--- src/rtl/pipe_hazard_ctrl_pkg.sv ---
// Shared definitions for the pipeline hazard controller: register address
// width, controller state encodings, stage-control bundle and the NOP word
// the datapath loads into a flushed pipeline register.
package pipe_hazard_ctrl_pkg;

   localparam int REG_ADDR_WIDTH = 5;

   // Canonical RV32I NOP (addi x0, x0, 0) loaded by a flushed register.
   localparam logic [31:0] NOP_INSN = 32'h0000_0013;

   // Controller states; codes 2 and 3 are illegal and fall back to RUN.
   typedef enum logic [1:0] {
      PCTRL_RUN      = 2'd0,
      PCTRL_MEM_WAIT = 2'd1
   } pctrl_state_e;

   // Enables and flushes for the PC and the four pipeline registers.
   typedef struct packed {
      logic pc_en;
      logic if_id_en;
      logic id_ex_en;
      logic ex_mem_en;
      logic mem_wb_en;
      logic if_id_flush;
      logic id_ex_flush;
      logic mem_wb_flush;
   } stage_ctrl_t;

endpackage

--- src/rtl/pipe_hazard_ctrl_if.sv ---
// Hazard-controller bus: hazard inputs from the datapath and the
// enable/flush controls going back to every pipeline register.
// master = the controller, slave = the datapath side.
interface pipe_hazard_ctrl_if
   import pipe_hazard_ctrl_pkg::*;
#(
   parameter int REG_ADDR_WIDTH = pipe_hazard_ctrl_pkg::REG_ADDR_WIDTH
) ();

   logic [REG_ADDR_WIDTH-1:0] id_rs1;
   logic [REG_ADDR_WIDTH-1:0] id_rs2;
   logic                      id_uses_rs1;
   logic                      id_uses_rs2;
   logic [REG_ADDR_WIDTH-1:0] ex_rd;
   logic                      ex_mem_read;
   logic                      ex_branch_taken;
   logic                      mem_req;
   logic                      mem_ack;

   logic                      pc_en;
   logic                      if_id_en;
   logic                      id_ex_en;
   logic                      ex_mem_en;
   logic                      mem_wb_en;
   logic                      if_id_flush;
   logic                      id_ex_flush;
   logic                      mem_wb_flush;
   logic                      mem_timeout;
   pctrl_state_e              ctrl_state;

   modport master (
      input  id_rs1, id_rs2, id_uses_rs1, id_uses_rs2, ex_rd, ex_mem_read,
             ex_branch_taken, mem_req, mem_ack,
      output pc_en, if_id_en, id_ex_en, ex_mem_en, mem_wb_en,
             if_id_flush, id_ex_flush, mem_wb_flush, mem_timeout, ctrl_state
   );

   modport slave (
      output id_rs1, id_rs2, id_uses_rs1, id_uses_rs2, ex_rd, ex_mem_read,
             ex_branch_taken, mem_req, mem_ack,
      input  pc_en, if_id_en, id_ex_en, ex_mem_en, mem_wb_en,
             if_id_flush, id_ex_flush, mem_wb_flush, mem_timeout, ctrl_state
   );

endinterface

--- src/rtl/pipe_ctrl_wait_timer.sv ---
// Data-memory wait counter. start loads 1 (first frozen cycle), inc counts
// further frozen cycles, clear returns to 0. expire flags the last cycle
// the controller may keep waiting before it aborts the access.
module pipe_ctrl_wait_timer #(
   parameter int MEM_TIMEOUT = 16,
   parameter int CNT_WIDTH   = 8
) (
   input  logic clk,
   input  logic reset_n,
   input  logic start,
   input  logic inc,
   input  logic clear,
   output logic expire
);

   logic [CNT_WIDTH-1:0] cnt_q, cnt_d;

   // Next count: clear beats start, start beats increment.
   always_comb begin
      // NOTE: cnt_d gets a default before any branch so no path leaves it unassigned (no latch).
      cnt_d = cnt_q;
      if (clear) begin
         cnt_d = '0;
      end else if (start) begin
         cnt_d = CNT_WIDTH'(1);
      end else if (inc) begin
         cnt_d = cnt_q + CNT_WIDTH'(1);
      end
   end

   // Counter register; reset clears it immediately, even mid-wait.
   always_ff @(posedge clk or negedge reset_n) begin
      // NOTE: non-blocking assignments so every flop samples values from before the edge.
      if (!reset_n) begin
         cnt_q <= '0;
      end else begin
         cnt_q <= cnt_d;
      end
   end

   assign expire = (cnt_q == CNT_WIDTH'(MEM_TIMEOUT - 1));

endmodule

--- src/rtl/pipe_hazard_ctrl.sv ---
// Pipeline sequencer for the 5-stage core: drives PC enable and the
// enable/flush of IF/ID, ID/EX, EX/MEM, MEM/WB. Resolves, highest priority
// first: data-memory wait (with timeout abort), taken branch, load-use.
// Stage controls are combinational for a same-cycle response; only the
// state and the wait counter are registered.
// Optional: define PIPE_CTRL_PERF_EN for saturating performance counters.
module pipe_hazard_ctrl
   import pipe_hazard_ctrl_pkg::*;
#(
   parameter int REG_ADDR_WIDTH = pipe_hazard_ctrl_pkg::REG_ADDR_WIDTH,
   parameter int MEM_TIMEOUT    = 16,
   parameter int CNT_WIDTH      = 8
) (
   input  logic                  clk,
   input  logic                  reset_n,
   pipe_hazard_ctrl_if.master    bus
`ifdef PIPE_CTRL_PERF_EN
   ,
   output logic [31:0]           perf_stall_cycles,
   output logic [31:0]           perf_flushes,
   output logic [15:0]           perf_timeouts
`endif
);

   pctrl_state_e              state_q, state_d;
   logic [REG_ADDR_WIDTH-1:0] rs1, rs2, rd;
   logic                      mem_stall, load_use, timeout, freeze, legal;
   logic                      cnt_start, cnt_inc, cnt_clear, cnt_expire;
   stage_ctrl_t               ctrl;
   logic                      mem_timeout_c;

   assign rs1 = bus.id_rs1;
   assign rs2 = bus.id_rs2;
   assign rd  = bus.ex_rd;

   // Hazard decode: memory stall, load-use match, timeout and freeze.
   always_comb begin
      legal     = (state_q == PCTRL_RUN) || (state_q == PCTRL_MEM_WAIT);
      mem_stall = bus.mem_req & ~bus.mem_ack;
      load_use  = bus.ex_mem_read && (rd != '0) &&
                  ((bus.id_uses_rs1 && (rs1 == rd)) ||
                   (bus.id_uses_rs2 && (rs2 == rd)));
      timeout   = (state_q == PCTRL_MEM_WAIT) && mem_stall && cnt_expire;
      freeze    = legal && mem_stall && !timeout;
   end

   // Next state and counter commands; anything but a continued stall returns to RUN.
   always_comb begin
      state_d   = PCTRL_RUN;
      cnt_start = 1'b0;
      cnt_inc   = 1'b0;
      cnt_clear = 1'b1;
      case (state_q)
         PCTRL_RUN: begin
            if (freeze) begin
               state_d   = PCTRL_MEM_WAIT;
               cnt_start = 1'b1;
               cnt_clear = 1'b0;
            end
         end
         PCTRL_MEM_WAIT: begin
            if (freeze) begin
               state_d   = PCTRL_MEM_WAIT;
               cnt_inc   = 1'b1;
               cnt_clear = 1'b0;
            end
         end
         default: ;
      endcase
   end

   // Controller state register.
   always_ff @(posedge clk or negedge reset_n) begin
      if (!reset_n) begin
         state_q <= PCTRL_RUN;
      end else begin
         state_q <= state_d;
      end
   end

   pipe_ctrl_wait_timer #(
      .MEM_TIMEOUT (MEM_TIMEOUT),
      .CNT_WIDTH   (CNT_WIDTH)
   ) u_wait_timer (
      .clk     (clk),
      .reset_n (reset_n),
      .start   (cnt_start),
      .inc     (cnt_inc),
      .clear   (cnt_clear),
      .expire  (cnt_expire)
   );

   // Stage-control mux in priority order; everything is forced low during reset.
   always_comb begin
      ctrl          = '{pc_en: 1'b1, if_id_en: 1'b1, id_ex_en: 1'b1,
                        ex_mem_en: 1'b1, mem_wb_en: 1'b1,
                        if_id_flush: 1'b0, id_ex_flush: 1'b0, mem_wb_flush: 1'b0};
      mem_timeout_c = 1'b0;
      if (freeze) begin
         // Upstream frozen; WB takes a bubble so the load is not written twice.
         ctrl.pc_en        = 1'b0;
         ctrl.if_id_en     = 1'b0;
         ctrl.id_ex_en     = 1'b0;
         ctrl.ex_mem_en    = 1'b0;
         ctrl.mem_wb_flush = 1'b1;
      end else if (bus.ex_branch_taken) begin
         // Load the target and squash the two younger instructions.
         ctrl.if_id_flush  = 1'b1;
         ctrl.id_ex_flush  = 1'b1;
      end else if (load_use) begin
         // Hold IF/ID one cycle and send a bubble into EX.
         ctrl.pc_en        = 1'b0;
         ctrl.if_id_en     = 1'b0;
         ctrl.id_ex_flush  = 1'b1;
      end
      if (timeout) begin
         // Aborted access: drop whatever the load would have written back.
         ctrl.mem_wb_flush = 1'b1;
         mem_timeout_c     = 1'b1;
      end
      if (!reset_n) begin
         ctrl          = '0;
         mem_timeout_c = 1'b0;
      end
   end

   assign bus.pc_en        = ctrl.pc_en;
   assign bus.if_id_en     = ctrl.if_id_en;
   assign bus.id_ex_en     = ctrl.id_ex_en;
   assign bus.ex_mem_en    = ctrl.ex_mem_en;
   assign bus.mem_wb_en    = ctrl.mem_wb_en;
   assign bus.if_id_flush  = ctrl.if_id_flush;
   assign bus.id_ex_flush  = ctrl.id_ex_flush;
   assign bus.mem_wb_flush = ctrl.mem_wb_flush;
   assign bus.mem_timeout  = mem_timeout_c;
   assign bus.ctrl_state   = state_q;

`ifdef PIPE_CTRL_PERF_EN
   logic [31:0] perf_stall_cycles_q, perf_stall_cycles_d;
   logic [31:0] perf_flushes_q, perf_flushes_d;
   logic [15:0] perf_timeouts_q, perf_timeouts_d;

   // Saturating event counters: stalled PC cycles, branch flushes, timeouts.
   always_comb begin
      perf_stall_cycles_d = perf_stall_cycles_q;
      perf_flushes_d      = perf_flushes_q;
      perf_timeouts_d     = perf_timeouts_q;
      if (!ctrl.pc_en && (perf_stall_cycles_q != '1)) begin
         perf_stall_cycles_d = perf_stall_cycles_q + 32'd1;
      end
      if (ctrl.if_id_flush && (perf_flushes_q != '1)) begin
         perf_flushes_d = perf_flushes_q + 32'd1;
      end
      if (mem_timeout_c && (perf_timeouts_q != '1)) begin
         perf_timeouts_d = perf_timeouts_q + 16'd1;
      end
   end

   // Performance counter registers.
   always_ff @(posedge clk or negedge reset_n) begin
      if (!reset_n) begin
         perf_stall_cycles_q <= '0;
         perf_flushes_q      <= '0;
         perf_timeouts_q     <= '0;
      end else begin
         perf_stall_cycles_q <= perf_stall_cycles_d;
         perf_flushes_q      <= perf_flushes_d;
         perf_timeouts_q     <= perf_timeouts_d;
      end
   end

   assign perf_stall_cycles = perf_stall_cycles_q;
   assign perf_flushes      = perf_flushes_q;
   assign perf_timeouts     = perf_timeouts_q;
`endif

endmodule

--- src/flat_wrapper.sv ---
// flat-port wrapper written by rule: the top's interface ports become plain ports
module pipe_hazard_ctrl_flat import pipe_hazard_ctrl_pkg::*;
#(
   parameter int REG_ADDR_WIDTH = pipe_hazard_ctrl_pkg::REG_ADDR_WIDTH,
   parameter int MEM_TIMEOUT    = 16,
   parameter int CNT_WIDTH      = 8
)
  (clk, reset_n, bus_id_rs1, bus_id_rs2, bus_id_uses_rs1, bus_id_uses_rs2, bus_ex_rd, bus_ex_mem_read, bus_ex_branch_taken, bus_mem_req, bus_mem_ack, bus_pc_en, bus_if_id_en, bus_id_ex_en, bus_ex_mem_en, bus_mem_wb_en, bus_if_id_flush, bus_id_ex_flush, bus_mem_wb_flush, bus_mem_timeout, bus_ctrl_state);
  pipe_hazard_ctrl_if #(.REG_ADDR_WIDTH(REG_ADDR_WIDTH)) bus_i ();
  input  logic clk;
  input  logic reset_n;
  input wire logic [$bits(bus_i.id_rs1)-1:0] bus_id_rs1;
  input wire logic [$bits(bus_i.id_rs2)-1:0] bus_id_rs2;
  input wire logic [$bits(bus_i.id_uses_rs1)-1:0] bus_id_uses_rs1;
  input wire logic [$bits(bus_i.id_uses_rs2)-1:0] bus_id_uses_rs2;
  input wire logic [$bits(bus_i.ex_rd)-1:0] bus_ex_rd;
  input wire logic [$bits(bus_i.ex_mem_read)-1:0] bus_ex_mem_read;
  input wire logic [$bits(bus_i.ex_branch_taken)-1:0] bus_ex_branch_taken;
  input wire logic [$bits(bus_i.mem_req)-1:0] bus_mem_req;
  input wire logic [$bits(bus_i.mem_ack)-1:0] bus_mem_ack;
  output wire logic [$bits(bus_i.pc_en)-1:0] bus_pc_en;
  output wire logic [$bits(bus_i.if_id_en)-1:0] bus_if_id_en;
  output wire logic [$bits(bus_i.id_ex_en)-1:0] bus_id_ex_en;
  output wire logic [$bits(bus_i.ex_mem_en)-1:0] bus_ex_mem_en;
  output wire logic [$bits(bus_i.mem_wb_en)-1:0] bus_mem_wb_en;
  output wire logic [$bits(bus_i.if_id_flush)-1:0] bus_if_id_flush;
  output wire logic [$bits(bus_i.id_ex_flush)-1:0] bus_id_ex_flush;
  output wire logic [$bits(bus_i.mem_wb_flush)-1:0] bus_mem_wb_flush;
  output wire logic [$bits(bus_i.mem_timeout)-1:0] bus_mem_timeout;
  output wire logic [$bits(bus_i.ctrl_state)-1:0] bus_ctrl_state;
  assign bus_i.id_rs1 = bus_id_rs1;
  assign bus_i.id_rs2 = bus_id_rs2;
  assign bus_i.id_uses_rs1 = bus_id_uses_rs1;
  assign bus_i.id_uses_rs2 = bus_id_uses_rs2;
  assign bus_i.ex_rd = bus_ex_rd;
  assign bus_i.ex_mem_read = bus_ex_mem_read;
  assign bus_i.ex_branch_taken = bus_ex_branch_taken;
  assign bus_i.mem_req = bus_mem_req;
  assign bus_i.mem_ack = bus_mem_ack;
  assign bus_pc_en = bus_i.pc_en;
  assign bus_if_id_en = bus_i.if_id_en;
  assign bus_id_ex_en = bus_i.id_ex_en;
  assign bus_ex_mem_en = bus_i.ex_mem_en;
  assign bus_mem_wb_en = bus_i.mem_wb_en;
  assign bus_if_id_flush = bus_i.if_id_flush;
  assign bus_id_ex_flush = bus_i.id_ex_flush;
  assign bus_mem_wb_flush = bus_i.mem_wb_flush;
  assign bus_mem_timeout = bus_i.mem_timeout;
  assign bus_ctrl_state = bus_i.ctrl_state;
  pipe_hazard_ctrl #(.REG_ADDR_WIDTH(REG_ADDR_WIDTH), .MEM_TIMEOUT(MEM_TIMEOUT), .CNT_WIDTH(CNT_WIDTH)) u_core (.clk(clk), .reset_n(reset_n), .bus(bus_i));
endmodule
--- config.mk ---
export PLATFORM = sky130hd
export DESIGN_NAME = pipe_hazard_ctrl_flat
export DESIGN_NICKNAME = d
export VERILOG_FILES = /design/src/rtl/pipe_hazard_ctrl_pkg.sv /design/src/rtl/pipe_hazard_ctrl_if.sv /design/src/rtl/pipe_ctrl_wait_timer.sv /design/src/rtl/pipe_hazard_ctrl.sv /design/src/flat_wrapper.sv
export SDC_FILE = /design/constraint.sdc
export NUM_CORES = 1
export LEC_CHECK = 0
export CORE_UTILIZATION = 42
export DETAILED_ROUTE_END_ITERATION = 6
export HOLD_SLACK_MARGIN = 0.08
export PLACE_DENSITY = 0.84
export SYNTH_ARGS = -nofsm -noshare
export SYNTH_HDL_FRONTEND = slang
export SYNTH_HIERARCHICAL = 1
export SYNTH_SLANG_ARGS = --single-unit
--- constraint.sdc ---
create_clock -name clk -period 4 [get_ports clk]
set_input_delay 1 -clock clk [delete_from_list [all_inputs] [get_ports clk]]
set_output_delay 1 -clock clk [all_outputs]
set_load 0.02 [all_outputs]
======== After elaboration in Yosys (flattened, before gate mapping) ========
Index checks and enable logic that the tools add are counted.
Widths: inputs -> output; s select.
storage, ports and cells
  flip-flop bits (word level) ............. 10
  input bits .............................. 23
  output and inout port bits .............. 11
  word-level logic and storage cells ...... 46
operators by class
  $add $sub $neg .......................... 1
  equality and inequality tests ........... 4
  mux-type cells .......................... 22
  bitwise gates (word level) .............. 2
  reduce and logical (&&, ||, !) cells .... 15
operator list
  operator             count
  $mux 8               4
  $mux 1               12
  $mux 2               6
  $eq 5x5->1           2
  $add 8x1->8 const B  1
  $eq 8x4->1 const B   1
  $logic_and 1x1->1    8
  $reduce_bool 5->1    1
  $reduce_bool 3->1    1
  $eq 2x1->1 const B   1
  $logic_not 2->1      1
  $logic_or 1x1->1     2
  $reduce_or 2->1      1
  $and 1x1->1          1
  $logic_not 1->1      1
  $not 1->1            1

======== Depth between registers and ports, before layout ========
  depth after elaboration ................. 11
  mapped depth ............................ 9
  depth with buffers taken out ............ 8

======== Hierarchy ========
Netlist, hierarchy kept.
by module, submodules not included
  module                instances  cells each  area each (um2)  sequential area each (um2)
  pipe_ctrl_wait_timer  1          41          404.1            200.2
  pipe_hazard_ctrl      1          35          272.8            25.0

======== Least setup slack after synthesis ========
No wires, ideal clock.
  path type ............................... input port to output port
  start point ............................. in bus_mem_req
  end point ............................... out bus_id_ex_flush
  data arrival time ....................... 2.236 ns
  data required time ...................... 3.000 ns
  setup slack ............................. 0.764 ns
  stages .................................. 4
  path buffers ............................ 0
  cell sequence ........................... nor2b_1 a21boi_1 and2_1 o21bai_1
between the ends
  word-level cells in the longest chain between the ends .. 7
  elaborated cells between the ends (all ways) .. 8
  classes of those cells .................. mux: 2; bitwise: 1; reduce/logical: 5
RTL lines
  item                            RTL line                 RTL
  start: declaration              flat_wrapper.sv:19       input wire logic [$bits(bus_i.mem_req)-1:0] bus_mem_req;
  $and 1x1->1 (*)                 pipe_hazard_ctrl.sv:39   mem_stall = bus.mem_req & ~bus.mem_ack;
  $logic_and 1x1->1 (2 in a row)  pipe_hazard_ctrl.sv:43   timeout = (state_q == PCTRL_MEM_WAIT) && mem_stall && cnt_expire;
  $logic_not 1->1                 pipe_hazard_ctrl.sv:44   freeze = legal && mem_stall && !timeout;
  $logic_and 1x1->1 (*)           pipe_hazard_ctrl.sv:44
  $mux 2 (*)                      pipe_hazard_ctrl.sv:99   if (freeze) begin
  $mux 8 (*)                      pipe_hazard_ctrl.sv:121  if (!reset_n) begin
  end: declaration                flat_wrapper.sv:27       output wire logic [$bits(bus_i.id_ex_flush)-1:0] bus_id_ex_flush;
Every way passes the cells marked *; elsewhere a longest branch is shown, timed or not.

======== Worst setup path after layout ========
  start point ............................. in bus_ex_rd[2]
  end point ............................... out bus_id_ex_flush
between the ends
  word-level cells in the longest chain between the ends .. 8
  elaborated cells between the ends (all ways) .. 12
  classes of those cells .................. eq/ne: 2; mux: 4; reduce/logical: 6
RTL lines
  item                                  RTL line                                        RTL
  start: declaration                    flat_wrapper.sv:16                              input wire logic [$bits(bus_i.ex_rd)-1:0] bus_ex_rd;
  $eq 5x5->1 (on tied branches)         pipe_hazard_ctrl.sv:41, pipe_hazard_ctrl.sv:42
  $logic_and 1x1->1 (on tied branches)  pipe_hazard_ctrl.sv:41, pipe_hazard_ctrl.sv:42
  $logic_or 1x1->1                      pipe_hazard_ctrl.sv:41                          ((bus.id_uses_rs1 && (rs1 == rd)) ||
  $logic_and 1x1->1 (*)                 pipe_hazard_ctrl.sv:40                          load_use = bus.ex_mem_read && (rd != '0) &&
  $mux 1 (*)                            pipe_hazard_ctrl.sv:110                         end else if (load_use) begin
  $mux 1 (*)                            pipe_hazard_ctrl.sv:106                         end else if (bus.ex_branch_taken) begin
  $mux 2 (*)                            pipe_hazard_ctrl.sv:99
  $mux 8 (*)                            pipe_hazard_ctrl.sv:121
Marked as above.

==> results.yml <==
run_status:
  outcome: "finished clean"
placement:
  hpwlAfterDp_mm: 1.34
  port_buffers: 32
  gp_congestion: 0.758
min_path:
  min_from: "u_core/u_wait_timer/cnt_q[7]$_DFFE_PN0P_"
  hold_path_depth: 2
  hp-class: "reg2reg"
  holdPathEnd: "u_core/u_wait_timer/cnt_q[7]$_DFFE_PN0P_"
floorplanning:
  io_pins: 34
  rows: 14
  dieWidth_um: 42.1
  die_area_um2: 1780
  die_h_um: 42.1
  fp.coreArea_um2: 1510
  initial_core_util: 0.449
setup_path:
  critPathKind: "in2out"
  timing.rr.start: "u_core/u_wait_timer/cnt_q[0]$_DFFE_PN0P_"
  start_kind: "input pin"
  r2r_end: "u_core/u_wait_timer/cnt_q[7]$_DFFE_PN0P_"
  end_kind: "output pin"
  worstPathRequired_ns: 3.00
  ff2ff_setup_slack_ns: 2.04
  cp.arrival_ns: 2.91
  cp_max_fo: 3
  reg2reg_depth: 8
power:
  power.leakage_nw: 0.431
  pwr_density_cell_nw_per_um2: 224
  power_frac_comb: 0.289
  internal_power_uw: 168
  swShare: 0.264
  irDropWorstVdd_uv: 141
  seqPwrFrac: 0.408
  finalPower_uw: 228
  pwr-share-clk: 0.303
  p_sw_uw: 60.1
sta:
  fin_crit_sh: 0.977
  fin_skew_ns: 0.00689
  hold_viol_final: 0
  rsz0062_at_grt: "false"
  period_needed_ns: 3.91
  max_freq_mhz: 256
  fin_tns_setup_ns: 0
  finalMaxSlewViolations: 0
  finalSetupViolCount: 0
clock_network:
  cts_resized: 0
  htree_levels: 1
  cts_setup_buffers: 0
  clk_path_buf_depth: 2
  clkLatencyLatePin_ns: 0.26
  root_buffer: "clkbuf_4"
  clk_pin_slew_ns: 0.06
  hold_buffers: 0
  cts_buffers: 3
  cts.sinks: 9
  cts_tree: "done"
global_route:
  grt_util_all_layers: 0.195
  grt_pass1_vias: 611
  gr-total-overflow: 0
  grt_pass1_wl_mm: 2.62
  grt_max_degree: 12
  antenna_found_initial: 0
synthesis:
  syn_area_um2: 677
  syn-num-nets: 100
  synthDistinctLibCells: 32
  synth_seq_area_share: 0.333
  synth_seq_cells: 9
  synth.avg_cell_area_um2: 8.91
  synth_edf_count: 0
  synthArstFlopShare: 1.00
  syn-instance-count: 76
  synth_ff_type: "dfrtp_1"
  yosysWarnings: 6
detailed_routing:
  drt_iter0_markers: 18
  via_count: 666
  dr_wl_met2_um: 844
  top_layer: "met4"
  wirelength_met1_um: 686
  routedWlPerCell_um: 13.2
  drt_first_pass_iters: 4
  ant_nets: 0
  drcViolationCount: 0
  wirelength_mm: 1.62
  met3_length_um: 74
  vias_per_cell: 5.41
cells_and_area:
  nFillCells: 118
  area_growth_pct: 50.3
  drive_gt1_frac: 0.0654
  nets: 132
  n_antenna_cell: 0
run:
  drv_cap: 0
critical path, stage by stage:
cell and delay [ns]:
clkdlybuf4s50_1 0.47, xor2_1 0.20, nor4_2 0.27, a32oi_1 0.18, o21bai_1 0.17, clkdlybuf4s50_1 0.62
layer usage:
layer	track usage	vias to the layer above
li1	-	328
met1	0.223	313
met4	0.0563	0
met3	0.0690	4
met5	0	-
met2	0.344	21
sequential cells by signal (all words and copies together), names as in the netlist:
register / flops
u_core/bus.ctrl_state: 1
u_core/u_wait_timer/cnt_q: 8
cells in the final DEF, fill, tap and decap left out, types with 3 or more instances in the layout:
master / count
o21ai_0: 3
a21oi_1: 3
clkdlybuf4s50_1: 30
nand2_1: 3
nor2b_1: 3
xor2_1: 12
nor2_1: 6
clkbuf_4: 3
and2_1: 3
nand4_1: 3
dfrtp_1: 9
or3_1: 3
logic make-up (layout without fill, tap and decap cells):
kind of cell | Yosys count | count (layout) | synth area share
xor+xnor | 14 | 14 | 0.181
other cells | 1 | 1 | 0.00554
simple gates | 31 | 31 | 0.274
compound gates | 12 | 12 | 0.111
flops | 9 | 9 | 0.333
mux | 1 | 1 | 0.0148
fa+ha+maj | 1 | 1 | 0.0185
buf+inv | 7 | 38 | 0.0628
worst max-delay path by stage:
stage / startpoint / endpoint / slack [ns] / depth (start not counted)
after floorplan: bus_mem_req / bus_id_ex_flush / 0.76 / 4
after global placement: bus_ex_rd[1] / bus_pc_en / 0.08 / 5
after detailed placement: bus_ex_rd[2] / bus_pc_en / 0.03 / 6
after CTS: bus_ex_rd[2] / bus_pc_en / 0.02 / 6
after global routing: bus_ex_rd[2] / bus_id_ex_flush / 0.02 / 6
final: bus_ex_rd[2] / bus_id_ex_flush / 0.09 / 6
Yosys cell counts, drive strengths merged (3+ instances only):
cell   count  share of area
nand4      4          0.046
a21oi      3          0.022
buf        5          0.052
nand2      3          0.017
or3        3          0.028
dfrtp      9           0.33
nor2b      3          0.028
nor4       3          0.037
and2       3          0.028
o21ai      4          0.030
nor2       6          0.033
xor2      12           0.16
per-stage QoR:
stage | utilization | setup slack, ns | instances | cell area [µm²] | hold slack [ns]
after floorplan | - | 0.764 | 76 | 677 | 0.513
after global placement | 0.654 | 0.0761 | 119 | 986 | 0.552
after detailed placement | 0.654 | 0.0328 | 119 | 986 | 0.549
after CTS | 0.672 | 0.0222 | 123 | 1010 | 0.563
after global routing | 0.675 | 0.0210 | 123 | 1020 | 0.584
final | 0.675 | 0.0932 | 123 | 1020 | 0.559
final cells by class:
cell class              count  area [µm²]  area share
multi-input cells          60         409       0.402
clock buffers               4        26.3      0.0258
inverters                   1        3.75     0.00369
well taps                  16        20.0      0.0197
flip-flops and latches      9         225       0.221
repair buffers             33         333       0.327
power groups by stage:
stage	clock (mW)	sequential (mW)	combinational [mW]
2_1_floorplan	0	0.0952	0.0285
6_report	0.0691	0.0930	0.0659
3_3_place_gp	0	0.0946	0.0647
5_1_grt	0.0794	0.0929	0.0702
3_5_place_dp	0	0.0946	0.0661
4_1_cts	0.0719	0.0929	0.0665
No activity file was read; power rests on OpenSTA's default activity.
